### config.mk
export PLATFORM = sky130hd
export DESIGN_NAME = mult_sched
export DESIGN_NICKNAME = d
export VERILOG_FILES = /design/src/rtl/mult_sched_pkg.sv /design/src/rtl/mult_serial_dp.sv /design/src/rtl/mult_sched.sv
export SDC_FILE = /design/constraint.sdc
export NUM_CORES = 1
export LEC_CHECK = 0
export ABC_AREA = 1
export BUFFER_PORTS_ARGS = -buffer_cell sky130_fd_sc_hd__buf_2
export CORE_ASPECT_RATIO = 1.75
export CORE_MARGIN = 10
export CORE_UTILIZATION = 45
export CTS_CLUSTER_SIZE = 24
export DETAILED_ROUTE_END_ITERATION = 8
export PLACE_DENSITY = 0.65
export SETUP_SLACK_MARGIN = 0.3
export SLEW_MARGIN = 20
export SYNTH_ARGS = -nofsm -noshare
export SYNTH_HDL_FRONTEND = slang
export SYNTH_SLANG_ARGS = --single-unit
### constraint.sdc
create_clock -name clk -period 2.3 [get_ports clk]
set_input_delay 0.115 -clock clk [delete_from_list [all_inputs] [get_ports clk]]
set_output_delay 0.115 -clock clk [all_outputs]
set_load 0.01 [all_outputs]
### src/rtl/mult_sched_pkg.sv
// mult_sched_pkg: shared width, step-counter width and FSM encoding for the serial multiplier scheduler
package mult_sched_pkg;
    localparam int WIDTH = 8;
    localparam int CNT_W = $clog2(WIDTH) + 1;
    typedef enum logic [1:0] {
        IDLE = 2'd0,
        RUN  = 2'd1,
        DONE = 2'd2
    } state_t;
endpackage

### src/rtl/mult_serial_dp.sv
// mult_serial_dp: bit-serial shift-add datapath (acc, mcand, mplier, step counter), one multiplier bit per step
module mult_serial_dp
    import mult_sched_pkg::*;
#(
    parameter int W  = WIDTH,
    parameter int CW = $clog2(W) + 1
) (
    input  logic           clk,
    input  logic           reset,
    input  logic           load_i,
    input  logic           step_i,
    input  logic [W-1:0]   a_i,
    input  logic [W-1:0]   b_i,
    output logic [2*W-1:0] acc_next_o,
    output logic           mplier_zero_o,
    output logic           last_step_o
);
    logic [2*W-1:0] acc_q, acc_d, mcand_q, mcand_d;
    logic [W-1:0]   mplier_q, mplier_d;
    logic [CW-1:0]  cnt_q, cnt_d;

    // one shift-add step; status looks at the state after the step in progress
    always_comb begin
        acc_next_o    = mplier_q[0] ? acc_q + mcand_q : acc_q;
        mplier_zero_o = mplier_q[W-1:1] == '0;
        last_step_o   = cnt_q == CW'(W - 1);
        acc_d         = load_i ? '0 : step_i ? acc_next_o : acc_q;
        mcand_d       = load_i ? {{W{1'b0}}, a_i} : step_i ? mcand_q << 1 : mcand_q;
        mplier_d      = load_i ? b_i : step_i ? mplier_q >> 1 : mplier_q;
        cnt_d         = load_i ? '0 : step_i ? cnt_q + CW'(1) : cnt_q;
    end

    // datapath registers
    always_ff @(posedge clk or posedge reset) begin
        if (reset) begin
            acc_q    <= '0;
            mcand_q  <= '0;
            mplier_q <= '0;
            cnt_q    <= '0;
        end else begin
            acc_q    <= acc_d;
            mcand_q  <= mcand_d;
            mplier_q <= mplier_d;
            cnt_q    <= cnt_d;
        end
    end
endmodule

### src/rtl/mult_sched.sv
// mult_sched: round-robin two-client scheduler/sequencer for the serial multiplier; MULT_SCHED_EARLY_EXIT_EN ends RUN once the remaining multiplier bits are zero
module mult_sched
    import mult_sched_pkg::*;
#(
    parameter int WIDTH = mult_sched_pkg::WIDTH
) (
    input  logic               clk,
    input  logic               reset,
    input  logic               req0,
    input  logic               req1,
    input  logic [WIDTH-1:0]   a0,
    input  logic [WIDTH-1:0]   b0,
    input  logic [WIDTH-1:0]   a1,
    input  logic [WIDTH-1:0]   b1,
    output logic               gnt0,
    output logic               gnt1,
    output logic               busy,
    output logic               done,
    output logic               done_id,
    output logic [2*WIDTH-1:0] product
);
`ifdef MULT_SCHED_EARLY_EXIT_EN
    localparam bit EARLY_EXIT = 1'b1;
`else
    localparam bit EARLY_EXIT = 1'b0;
`endif

    state_t             state_q, state_d;
    logic               last_id_q, last_id_d;
    logic               gnt0_q, gnt0_d, gnt1_q, gnt1_d;
    logic               done_id_q, done_id_d;
    logic [2*WIDTH-1:0] product_q, product_d;
    logic               win, load, step, term, finish;
    logic               mplier_zero, last_step;
    logic [2*WIDTH-1:0] acc_next;

    mult_serial_dp #(.W(WIDTH)) u_dp (
        .clk           (clk),
        .reset         (reset),
        .load_i        (load),
        .step_i        (step),
        .a_i           (win ? a1 : a0),
        .b_i           (win ? b1 : b0),
        .acc_next_o    (acc_next),
        .mplier_zero_o (mplier_zero),
        .last_step_o   (last_step)
    );

    // arbitration (ties go to the client not served last) and datapath control
    always_comb begin
        win       = (req0 & req1) ? ~last_id_q : req1;
        load      = state_q == IDLE && (req0 | req1);
        step      = state_q == RUN;
        term      = last_step | (EARLY_EXIT & mplier_zero);
        finish    = step & term;
        gnt0_d    = load & ~win;
        gnt1_d    = load & win;
        last_id_d = load ? win : last_id_q;
        product_d = finish ? acc_next : product_q;
        done_id_d = finish ? last_id_q : done_id_q;
    end

    // next-state logic
    always_comb begin
        state_d = state_q == IDLE ? ((req0 | req1) ? RUN : IDLE) :
                  state_q == RUN  ? (term ? DONE : RUN) : IDLE;
    end

    // state and output registers
    always_ff @(posedge clk or posedge reset) begin
        if (reset) begin
            state_q   <= IDLE;
            last_id_q <= 1'b1;
            gnt0_q    <= 1'b0;
            gnt1_q    <= 1'b0;
            done_id_q <= 1'b0;
            product_q <= '0;
        end else begin
            state_q   <= state_d;
            last_id_q <= last_id_d;
            gnt0_q    <= gnt0_d;
            gnt1_q    <= gnt1_d;
            done_id_q <= done_id_d;
            product_q <= product_d;
        end
    end

    // outputs: registered values plus state decode
    always_comb begin
        gnt0    = gnt0_q;
        gnt1    = gnt1_q;
        busy    = state_q != IDLE;
        done    = state_q == DONE;
        done_id = done_id_q;
        product = product_q;
    end
endmodule
==> impl_metrics.ini, run 1 <==
[cells_and_area]
antenna_cells = 0
layout.nets = 632
drive_gt1_share_pct = 19.3
multi_input_area_um2 = 1840
n_fill_cell = 796
seq_area_um2 = 1650
area_growth_pct = 20.3

[clock_tree]
htreeDepth = 3
cts.sinks = 66
cts_buffers = 9
ctsLongestPathBuffers = 2
tritoncts = built
clk_pin_slew_ns = 0.06
cts_setup_buffers = 0
cts-root-buf = clkbuf_16
clock_latency_ns = 0.33

[logic_synthesis]
synth_area_leaders = dfrtp_1 (43%), nand2_1 (17%), inv_1 (7.0%), nand3_1 (6.2%), ha_1 (5.2%)
async_flop_share_pct = 100
yosysMostFrequentCell = nand2_1
synth_edf_count = 0
ys_seq_area_share_pct = 43.3
synth_cell_types = 36
yosys_warnings = 0
synthesis.nets = 567
synthCells = 514
ys.flop_type = dfrtp_1
synth_top_cell_by_area = dfrtp_1
synth_area_um2 = 3820
synth.avg_cell_area_um2 = 7.43
yosys-top-cells-count = nand2_1 (177), inv_1 (71), dfrtp_1 (65)
ys_seq_elements = 66
synth_top_area_share_pct = 42.6

[die]
fp.dieH_um = 142
io_pins = 57
rows = 44
start_util_pct = 45.9
core_area_um2 = 8310
die_area_um2 = 12700
die_x_um = 89.6

[timing]
period_share_pct = 81.9
rsz0062_at_grt = no
slew_violations = 0
min_period_ns = 1.88
finClkSkew_ns = 0.00249
setup_viol = 0
finalHoldViolCount = 0
fin_tns_setup_ns = 0
setup_slack_ns = 0.417
fmax_mhz = 531
slew_headroom_pct = 55.8
worst_slew_pin_slew_ns = 0.662

[job]
cap_violations = 0

[worst_hold_path]
hold_class = in2reg

[worst_setup_path]
critPathKind = reg2reg
endpoint_kind = flop
critPathLaunchType = flop
crit_fanout = 3
cp.arrival_ns = 2.11
cp.required_ns = 2.52

[pwr]
ir_drop_mv = 0.787
powerDensity_nw_per_um2 = 1700
power.switching_mw = 3.63
p_int_mw = 4.17
power_frac_comb_pct = 55.9
p_leak_nw = 2.48
p_sw_share_pct = 46.5
pwr-share-clk_pct = 16.5
seqPwrFrac_pct = 27.6

[grt]
antenna_found_initial = 0
grt_usage_pct = 17.6
grt_pass1_vias = 3635
grt-ovfl-total = 0
grt_max_degree = 42
grt_pass1_wl_um = 17200

[routing]
dr.pass1.iters = 5
vias = 3483
totalWireLength_um = 10300
drt_iter0_drc = 135
vias_per_cell = 4.98
route.detailed.drc = 0
wl_per_cell_um = 14.7
antenna_left = 0

[place]
hpwl_um = 7680
post-place-ws_ns = 0.326
gp_congestion = 0.903
io_buffers = 56

[run_status]
run_status = finished, final reports clean
-- kinds of logic after synthesis --
kind of cell,count (synthesis),synth area share [%]
flip-flops,66,43.3
adder cells (fa/ha/maj),17,5.77
buffers and inverters,90,9.34
XOR/XNOR,7,1.61
AO/OA/AOI/OAI,70,10.7
AND/OR/NAND/NOR,264,29.3
-- area by class of cell --
class,count,share of cell area [%]
flip-flops and latches,66,36.0
inverters,76,6.27
well taps,115,3.13
repair buffers,68,8.45
clock inverters,6,0.872
multi-input cells,358,40.1
clock buffers,10,5.20
-- power by group through the flow --
| stage | clock network, mW | logic (mW) | registers [mW] |
|---|---|---|---|
| global placement | 0 | 4.22 | 2.14 |
| floorplan | 0 | 3.11 | 2.13 |
| global route | 1.36 | 5.05 | 2.21 |
| detailed placement | 0 | 4.30 | 2.15 |
| CTS | 1.31 | 4.32 | 2.14 |
| finish | 1.29 | 4.36 | 2.15 |
-- path summary, 6_finish.rpt --
path	slack, ns	cells past startpoint	endpoint	startpoint
max	0.42	12	u_dp.acc_q[14]	u_dp.mcand_q[0]
min	0.02	3	u_dp.mplier_q[7]	b1[7]
max reg2reg	0.42	12	u_dp.acc_q[14]	u_dp.mcand_q[0]
min reg2reg	0.47	2	product[11]	product[11]
max in group asynchronous	1.20	4	last_id_q	reset
min in group asynchronous	0.41	3	u_dp.mcand_q[15]	reset
-- registers in the layout, indices dropped and copies added (netlist names) --
register	cells
gnt0	1
product	16
u_dp.acc_q	16
state_q	2
gnt1	1
u_dp.mplier_q	8
u_dp.mcand_q	16
done_id	1
last_id_q	1
u_dp.cnt_q	4
-- placed cells by master, fill, tap and decap left out, drive strengths merged, types with 2 or more instances in the layout --
master,Yosys,layout
dlygate4sd3,0,2
nand3,47,47
xor2,3,3
nand4,4,4
buf,9,66
inv,76,77
dfrtp,65,65
o22ai,7,7
nand2,179,179
clkinv,0,4
nor3,3,3
or2,10,10
a31oi,3,3
xnor2,4,4
nor2,19,19
ha,16,16
o2111ai,3,3
o21ai,40,40
a22oi,3,3
clkbuf,5,10
a21oi,10,10
-- through the flow --
step | instances | utilization (%) | cell area [um2] | hold slack [ns] | total power, mW
6_report | 699 | 55.2 | 4590 | 0.0240 | 7.80
5_1_grt | 699 | 55.2 | 4590 | 0.0270 | 8.62
4_1_cts | 699 | 54.8 | 4560 | 0.0117 | 7.77
3_5_place_dp | 681 | 51.2 | 4260 | 0.229 | 6.45
3_3_place_gp | 681 | 51.2 | 4260 | 0.210 | 6.36
2_1_floorplan | 514 | - | 3820 | 0.243 | 5.23
-- worst max-delay path, cell delays in order (launching register included) --
cell	delay, ns
dfrtp_1	0.39
ha_2	0.21
fa_2	0.35
nand2_1	0.08
nand2_1	0.06
nand3b_1	0.10
nand2_1	0.10
nand2_1	0.12
nand2_1	0.07
nand2_1	0.06
nand3_1	0.08
nand3_1	0.09
nand2_1	0.06
-- timing repair --
| item | 4_1_cts | 5_1_grt |
|---|---|---|
| endpoints found under the hold margin | 26 | 0 |
| endpoints found under the setup margin | 0 | 13 |
| hold buffers | 2 | 0 |
| resized for setup | 0 | 8 |
-- metal layers --
| layer | GRT usage (%) | vias up | part of all wire [%] |
|---|---|---|---|
| li1 | - | 1775 | - |
| met1 | 19.0 | 1582 | 39 |
| met2 | 29.5 | 95 | 51 |
| met3 | 3.90 | 31 | 5.2 |
| met4 | 11.4 | 0 | 4.7 |
| met5 | 0 | - | 0 |
No activity file was read; power rests on OpenSTA's default activity.
==> run 2, diff against run 1 <==
--- a/config.mk
+++ b/config.mk
@@ -5,14 +5,14 @@
 export SDC_FILE = /design/constraint.sdc
 export NUM_CORES = 1
 export LEC_CHECK = 0
-export ABC_AREA = 1
+export ABC_AREA = 0
 export BUFFER_PORTS_ARGS = -buffer_cell sky130_fd_sc_hd__buf_2
 export CORE_ASPECT_RATIO = 1.75
 export CORE_MARGIN = 10
 export CORE_UTILIZATION = 45
 export CTS_CLUSTER_SIZE = 24
 export DETAILED_ROUTE_END_ITERATION = 8
-export PLACE_DENSITY = 0.65
+export PLACE_DENSITY = 0.66
 export SETUP_SLACK_MARGIN = 0.3
 export SLEW_MARGIN = 20
 export SYNTH_ARGS = -nofsm -noshare
==> constraint.sdc (replaced) <==
create_clock -name clk -period 1.8 [get_ports clk]
set_input_delay 0.09 -clock clk [delete_from_list [all_inputs] [get_ports clk]]
set_output_delay 0.09 -clock clk [all_outputs]
set_load 0.01 [all_outputs]
==> run 2 against run 1 <==
  * The run now ends with negative setup slack left
  * Power grew 70%
  * Via count grew 7.6%
  * Sequential power grew 33%
  * Flip-flop and latch count is the same
  * Setup slack lost 0.95 ns
==> impl_metrics.ini, run 2 <==
[run_status]
run_status = complete, but fails checks
violations = negative setup slack

[clock_tree]
cts-root-buf = clkbuf_16
tritoncts = built
cts_buffers = 9
clock_latency_ns = 0.34
ctsLongestPathBuffers = 2
htreeDepth = 3
cts.sinks = 66
clk_pin_slew_ns = 0.05

[routing]
dr.pass1.iters = 5
wl_per_cell_um = 18.8
vias = 3749
vias_per_cell = 5.78
totalWireLength_um = 12200
drt_iter0_drc = 193
antenna_left = 0
route.detailed.drc = 0

[worst_setup_path]
cp.arrival_ns = 2.55
r2r_start = u_dp.acc_q[0]
timing.reg2reg.setup_slack_ns = -0.54
crit_buf_inv = 1
endpoint_kind = flop
critical_path.top_delay_family = compound AO/OA/AOI/OAI gates
cp.required_ns = 2.02
slowest_stage = dfrtp_1
crit_path_cell_trace = ha_2, fa_2, a21o_4, buf_4, a31o_4, a211oi_2, nor2_1, mux2i_1, o21ai_1
critPathLaunchType = flop
slowest_delay_ns = 0.38
critPathLaunch = u_dp.acc_q[0]
crit_fanout = 2
critPathKind = reg2reg

[cells_and_area]
final_common_cell = buf_4
layout.nets = 607
final_util_pct = 72.3
area_growth_pct = 57.3
final_cell_mix = buf_4 (95), dfrtp_1 (62), buf_2 (56)
antenna_cells = 0
drive_gt1_share_pct = 47.0

[logic_synthesis]
yosysMostFrequentCell = dfrtp_1
ys.flop_type = dfrtp_1
yosys_warnings = 0
synth_top_cell_by_area = dfrtp_1
async_flop_share_pct = 100
yosys-top-cells-count = dfrtp_1 (65), nand2_1 (58), o21ai_0 (50)
synth_top_area_share_pct = 44.7
synth_area_leaders = dfrtp_1 (45%), o21ai_0 (6.9%), nand2_1 (6.0%), ha_1 (5.5%), a21oi_1 (4.5%)
synth.avg_cell_area_um2 = 9.21
ys_seq_area_share_pct = 45.5
synthesis.nets = 448
synthCells = 395
synth_area_um2 = 3640
synth_edf_count = 0
synth_cell_types = 51
ys_seq_elements = 66

[place]
hpwl_um = 7350
io_buffers = 56
gp_congestion = 0.900
post-place-ws_ns = -0.470

[die]
start_util_pct = 46.0
core_area_um2 = 7910
die_area_um2 = 12200
die_x_um = 88.0
rows = 43
fp.dieH_um = 139
io_pins = 57

[timing]
finalHoldViolCount = 0
worst_slew_pin_slew_ns = 0.485
fmax_mhz = 428
min_period_ns = 2.34
rsz0062_at_grt = yes
finClkSkew_ns = 0.0129
period_share_pct = 130
fin_tns_setup_ns = -6.93
setup_slack_ns = -0.536
slew_headroom_pct = 67.3
setup_viol = 23
slew_violations = 0

[pwr]
p_total_mw = 13.2
powerDensity_nw_per_um2 = 2310
ir_drop_mv = 1.14
p_leak_nw = 2.68

[grt]
grt_pass1_vias = 3965
grt_pass1_wl_um = 18700
grt_usage_pct = 19.0
antenna_found_initial = 0
grt_max_degree = 67
grt-ovfl-total = 0

[job]
cap_violations = 0

[worst_hold_path]
hold_class = in2reg
hold_start = a1[2]
## run 2: cell types whose count changed after synthesis, moves of 12 or more
cell,change
nor2_1,+12
nand2_1,-119
a21oi_1,+24
clkbuf_1,+16
nand3_1,-30
o21ai_0,+14
inv_1,-63
## run 2: what timing repair did
item,4_1_cts,5_1_grt
hold buffers,3,0
hold endpoints to repair,66,0
setup endpoints to repair,37,38
resized for setup,70,42
gates cloned,0,1
pin swaps,43,30
setup buffers,21,11
## run 2: area by class of cell
cell class	count	area, um2
multi-input cells	296	2350
fillers	558	2190
flip-flops and latches	66	1660
repair buffers	173	1270
clock buffers	14	264
well taps	90	113
inverters	8	37.5
clock inverters	2	35.0
## run 2: where the power goes
part	total (mW)	leakage, nW	internal [mW]	switching, mW
sequential	2.85	0.816	2.20	0.645
clock	1.77	0.147	1.15	0.620
combinational	8.62	1.72	4.40	4.22
## run 2: cells by family after synthesis
| kind of cell | Yosys count | share of synthesized area [%] |
|---|---|---|
| compound gates | 129 | 22.9 |
| fa+ha+maj | 17 | 6.06 |
| simple gates | 128 | 16.1 |
| mux | 9 | 2.55 |
| buf+inv | 34 | 3.99 |
| flops | 66 | 45.5 |
| xor+xnor | 12 | 2.89 |
## run 2: per-stage QoR
step,area (um2),std cells,hold WS (ns)
2_1_floorplan,3700,395,0.215
3_3_place_gp,4620,597,0.205
3_5_place_dp,4620,597,0.212
4_1_cts,5420,637,0.0547
5_1_grt,5720,649,0.0744
6_report,5720,649,0.0557
## run 2: worst min-delay path, stage by stage
cell	delay, ns
buf_2	0.07
a222oi_1	0.06
a21oi_1	0.12
## run 2: path summary, 6_finish.rpt
path / endpoint / cells past startpoint
worst max-delay path: u_dp.acc_q[6] / 9
worst min-delay path: u_dp.mcand_q[2] / 3
worst max register to register: u_dp.acc_q[6] / 9
worst min register to register: product[4] / 2
max in group asynchronous: last_id_q / 4
min in group asynchronous: u_dp.mcand_q[9] / 4
## run 2: metal layers
| metal | part of all wire (%) | global-route usage [%] | routed length (um) | vias to the layer above |
|---|---|---|---|---|
| met1 | 36 | 19.9 | 4410 | 1822 |
| met3 | 4.9 | 3.65 | 594 | 38 |
| met5 | 0 | 0 | 0 | - |
| met4 | 3.9 | 12.2 | 473 | 0 |
| li1 | - | - | - | 1739 |
| met2 | 55 | 32.9 | 6690 | 150 |
==> run 3, diff against run 2 <==
--- a/config.mk
+++ b/config.mk
@@ -6,15 +6,15 @@
 export NUM_CORES = 1
 export LEC_CHECK = 0
 export ABC_AREA = 0
-export BUFFER_PORTS_ARGS = -buffer_cell sky130_fd_sc_hd__buf_2
 export CORE_ASPECT_RATIO = 1.75
 export CORE_MARGIN = 10
 export CORE_UTILIZATION = 45
 export CTS_CLUSTER_SIZE = 24
 export DETAILED_ROUTE_END_ITERATION = 8
-export PLACE_DENSITY = 0.66
+export DONT_BUFFER_PORTS = 1
 export SETUP_SLACK_MARGIN = 0.3
 export SLEW_MARGIN = 20
 export SYNTH_ARGS = -nofsm -noshare
 export SYNTH_HDL_FRONTEND = slang
 export SYNTH_SLANG_ARGS = --single-unit
+export TNS_END_PERCENT = 1
==> run 3 against run 2 <==
  * Final cell count fell by 12%
  * Clock power fell by 6%
  * Combinational power fell by 30%
  * The run ends with negative hold slack, negative setup slack left
  * Global-route usage is 1.9 points lower
  * Sequential share of layout area rose by 4.5 points
  * Die area did not move
  * Flip-flop and latch count did not move
  * Final area shrank 14%
  * Highest routed layer unchanged
  * Non-clock buffer count shrank 78
  * First-iteration DRC count fell by 37%
  * Routed wire length shrank 18%
==> impl_metrics.ini, run 3 (same netlist as run 2, synthesis figures left out) <==
[die]
die_x_um = 88.0
rows = 43
start_util_pct = 46.0
die_area_um2 = 12200
fp.dieH_um = 139
core_area_um2 = 7910
io_pins = 57

[pwr]
ir_drop_mv = 1.05
powerDensity_nw_per_um2 = 2140
p_leak_nw = 2.24

[cells_and_area]
n_fill_cell = 666
area_growth_pct = 36.0
layout.nets = 528
final_cell_mix = buf_4 (63), dfrtp_1 (62), nand2_1 (54)
fin_cells = 570
design_area_um2 = 4940
antenna_cells = 0
final_util_pct = 62.5
drive_gt1_share_pct = 27.5
final_common_cell = buf_4

[routing]
dr.pass1.iters = 4
totalWireLength_um = 10000
vias = 3220
drt_iter0_drc = 121
route.detailed.drc = 0
vias_per_cell = 5.65
wl_per_cell_um = 17.6
antenna_left = 0

[worst_setup_path]
critPathKind = reg2reg
crit_path_cell_trace = ha_2, fa_2, a21o_4, a311oi_4, nor2_4, a221oi_2, xnor2_1, o221a_1
r2r_start = u_dp.mcand_q[0]
crit_fanout = 4
critPathLaunchType = flop
slowest_delay_ns = 0.39
reg2regPathDepth = 8
cp.required_ns = 2.02
slowest_stage = dfrtp_1
timing.reg2reg.setup_slack_ns = -0.44
endpoint_kind = flop
reg2reg_to = product[14]
critPathLaunch = u_dp.mcand_q[0]
cp.arrival_ns = 2.46

[timing]
fin_tns_setup_ns = -4.79
finClkSkew_ns = 0.00762
slew_headroom_pct = 72.1
hold_ws_ns = -0.0112
worst_slew_pin_slew_ns = 0.414
period_share_pct = 124
rsz0062_at_grt = yes
min_period_ns = 2.24
fmax_mhz = 447
slew_violations = 0
setup_viol = 20
finalHoldViolCount = 2
setup_slack_ns = -0.437

[clock_tree]
clk_pin_slew_ns = 0.06
cts_buffers = 9
ctsLongestPathBuffers = 2
clock_latency_ns = 0.33
tritoncts = built
cts-root-buf = clkbuf_16
htreeDepth = 3
cts.sinks = 66

[grt]
grt_pass1_vias = 3495
grt_max_degree = 56
grt-ovfl-total = 0
grt_usage_pct = 17.2
antenna_found_initial = 0
grt_pass1_wl_um = 16800

[worst_hold_path]
hold_end = u_dp.mcand_q[4]
hold-path-cell-count = 2
hold_start = a0[4]
hold_class = in2reg

[place]
io_buffers = 0
dp_cells = 528
gp_congestion = 0.893
hpwl_um = 7250
placed_area_um2 = 4190

[run_status]
violations = negative hold slack, negative setup slack
run_status = complete, but fails checks

[job]
cap_violations = 0
[run 3: worst max path at each step]
stage	end	slack [ns]	depth (start not counted)
final	product[14]	-0.44	8
after global routing	product[14]	-0.53	8
after CTS	product[14]	-0.49	8
after detailed placement	product[14]	-0.48	8
after global placement	product[14]	-0.42	8
after floorplan	product[14]	-0.34	8
[run 3: where the power goes]
group          switching, mW  internal, mW
Combinational           3.04          3.03
Clock                  0.620          1.04
Sequential             0.670          2.20
[run 3: cell type report]
cell class | count | area [um2] | share of cell area, %
clock inverters | 2 | 10.0 | 0.202
clock buffers | 14 | 274 | 5.54
well taps | 90 | 113 | 2.28
repair buffers | 95 | 835 | 16.9
flip-flops and latches | 66 | 1660 | 33.5
inverters | 8 | 32.5 | 0.658
multi-input cells | 295 | 2020 | 40.9
[run 3: what timing repair did]
action / in CTS / in global routing
hold endpoints to repair: 79 / 0
pin swaps: 18 / 22
resized for setup: 31 / 29
setup endpoints to repair: 49 / 49
hold buffers: 23 / 0
setup buffers: 2 / 1
[run 3: stage by stage]
stage / total power [mW] / setup WS [ns] / hold slack, ns
6_report: 10.6 / -0.437 / -0.0112
5_1_grt: 11.4 / -0.535 / 0.00958
4_1_cts: 10.3 / -0.487 / 0.000607
3_5_place_dp: 8.26 / -0.477 / -0.0698
3_3_place_gp: 8.15 / -0.422 / -0.0674
2_1_floorplan: 6.20 / -0.338 / 0.215
[run 3: metal layers]
layer  up-vias  track usage (%)  wire (um)
met1      1542             17.7       3780
met4         0             8.94        265
met2        81             30.2       5480
li1       1579                -          -
met3        18             4.35        493
met5         -                0          0
[run 3: worst max-delay path: cells and delay by family (launching register included)]
family	cells	cell delay [ns]
flops	1	0.39
compound gates	4	0.97
fa+ha+maj	2	0.54
xor+xnor	1	0.13
simple gates	1	0.09
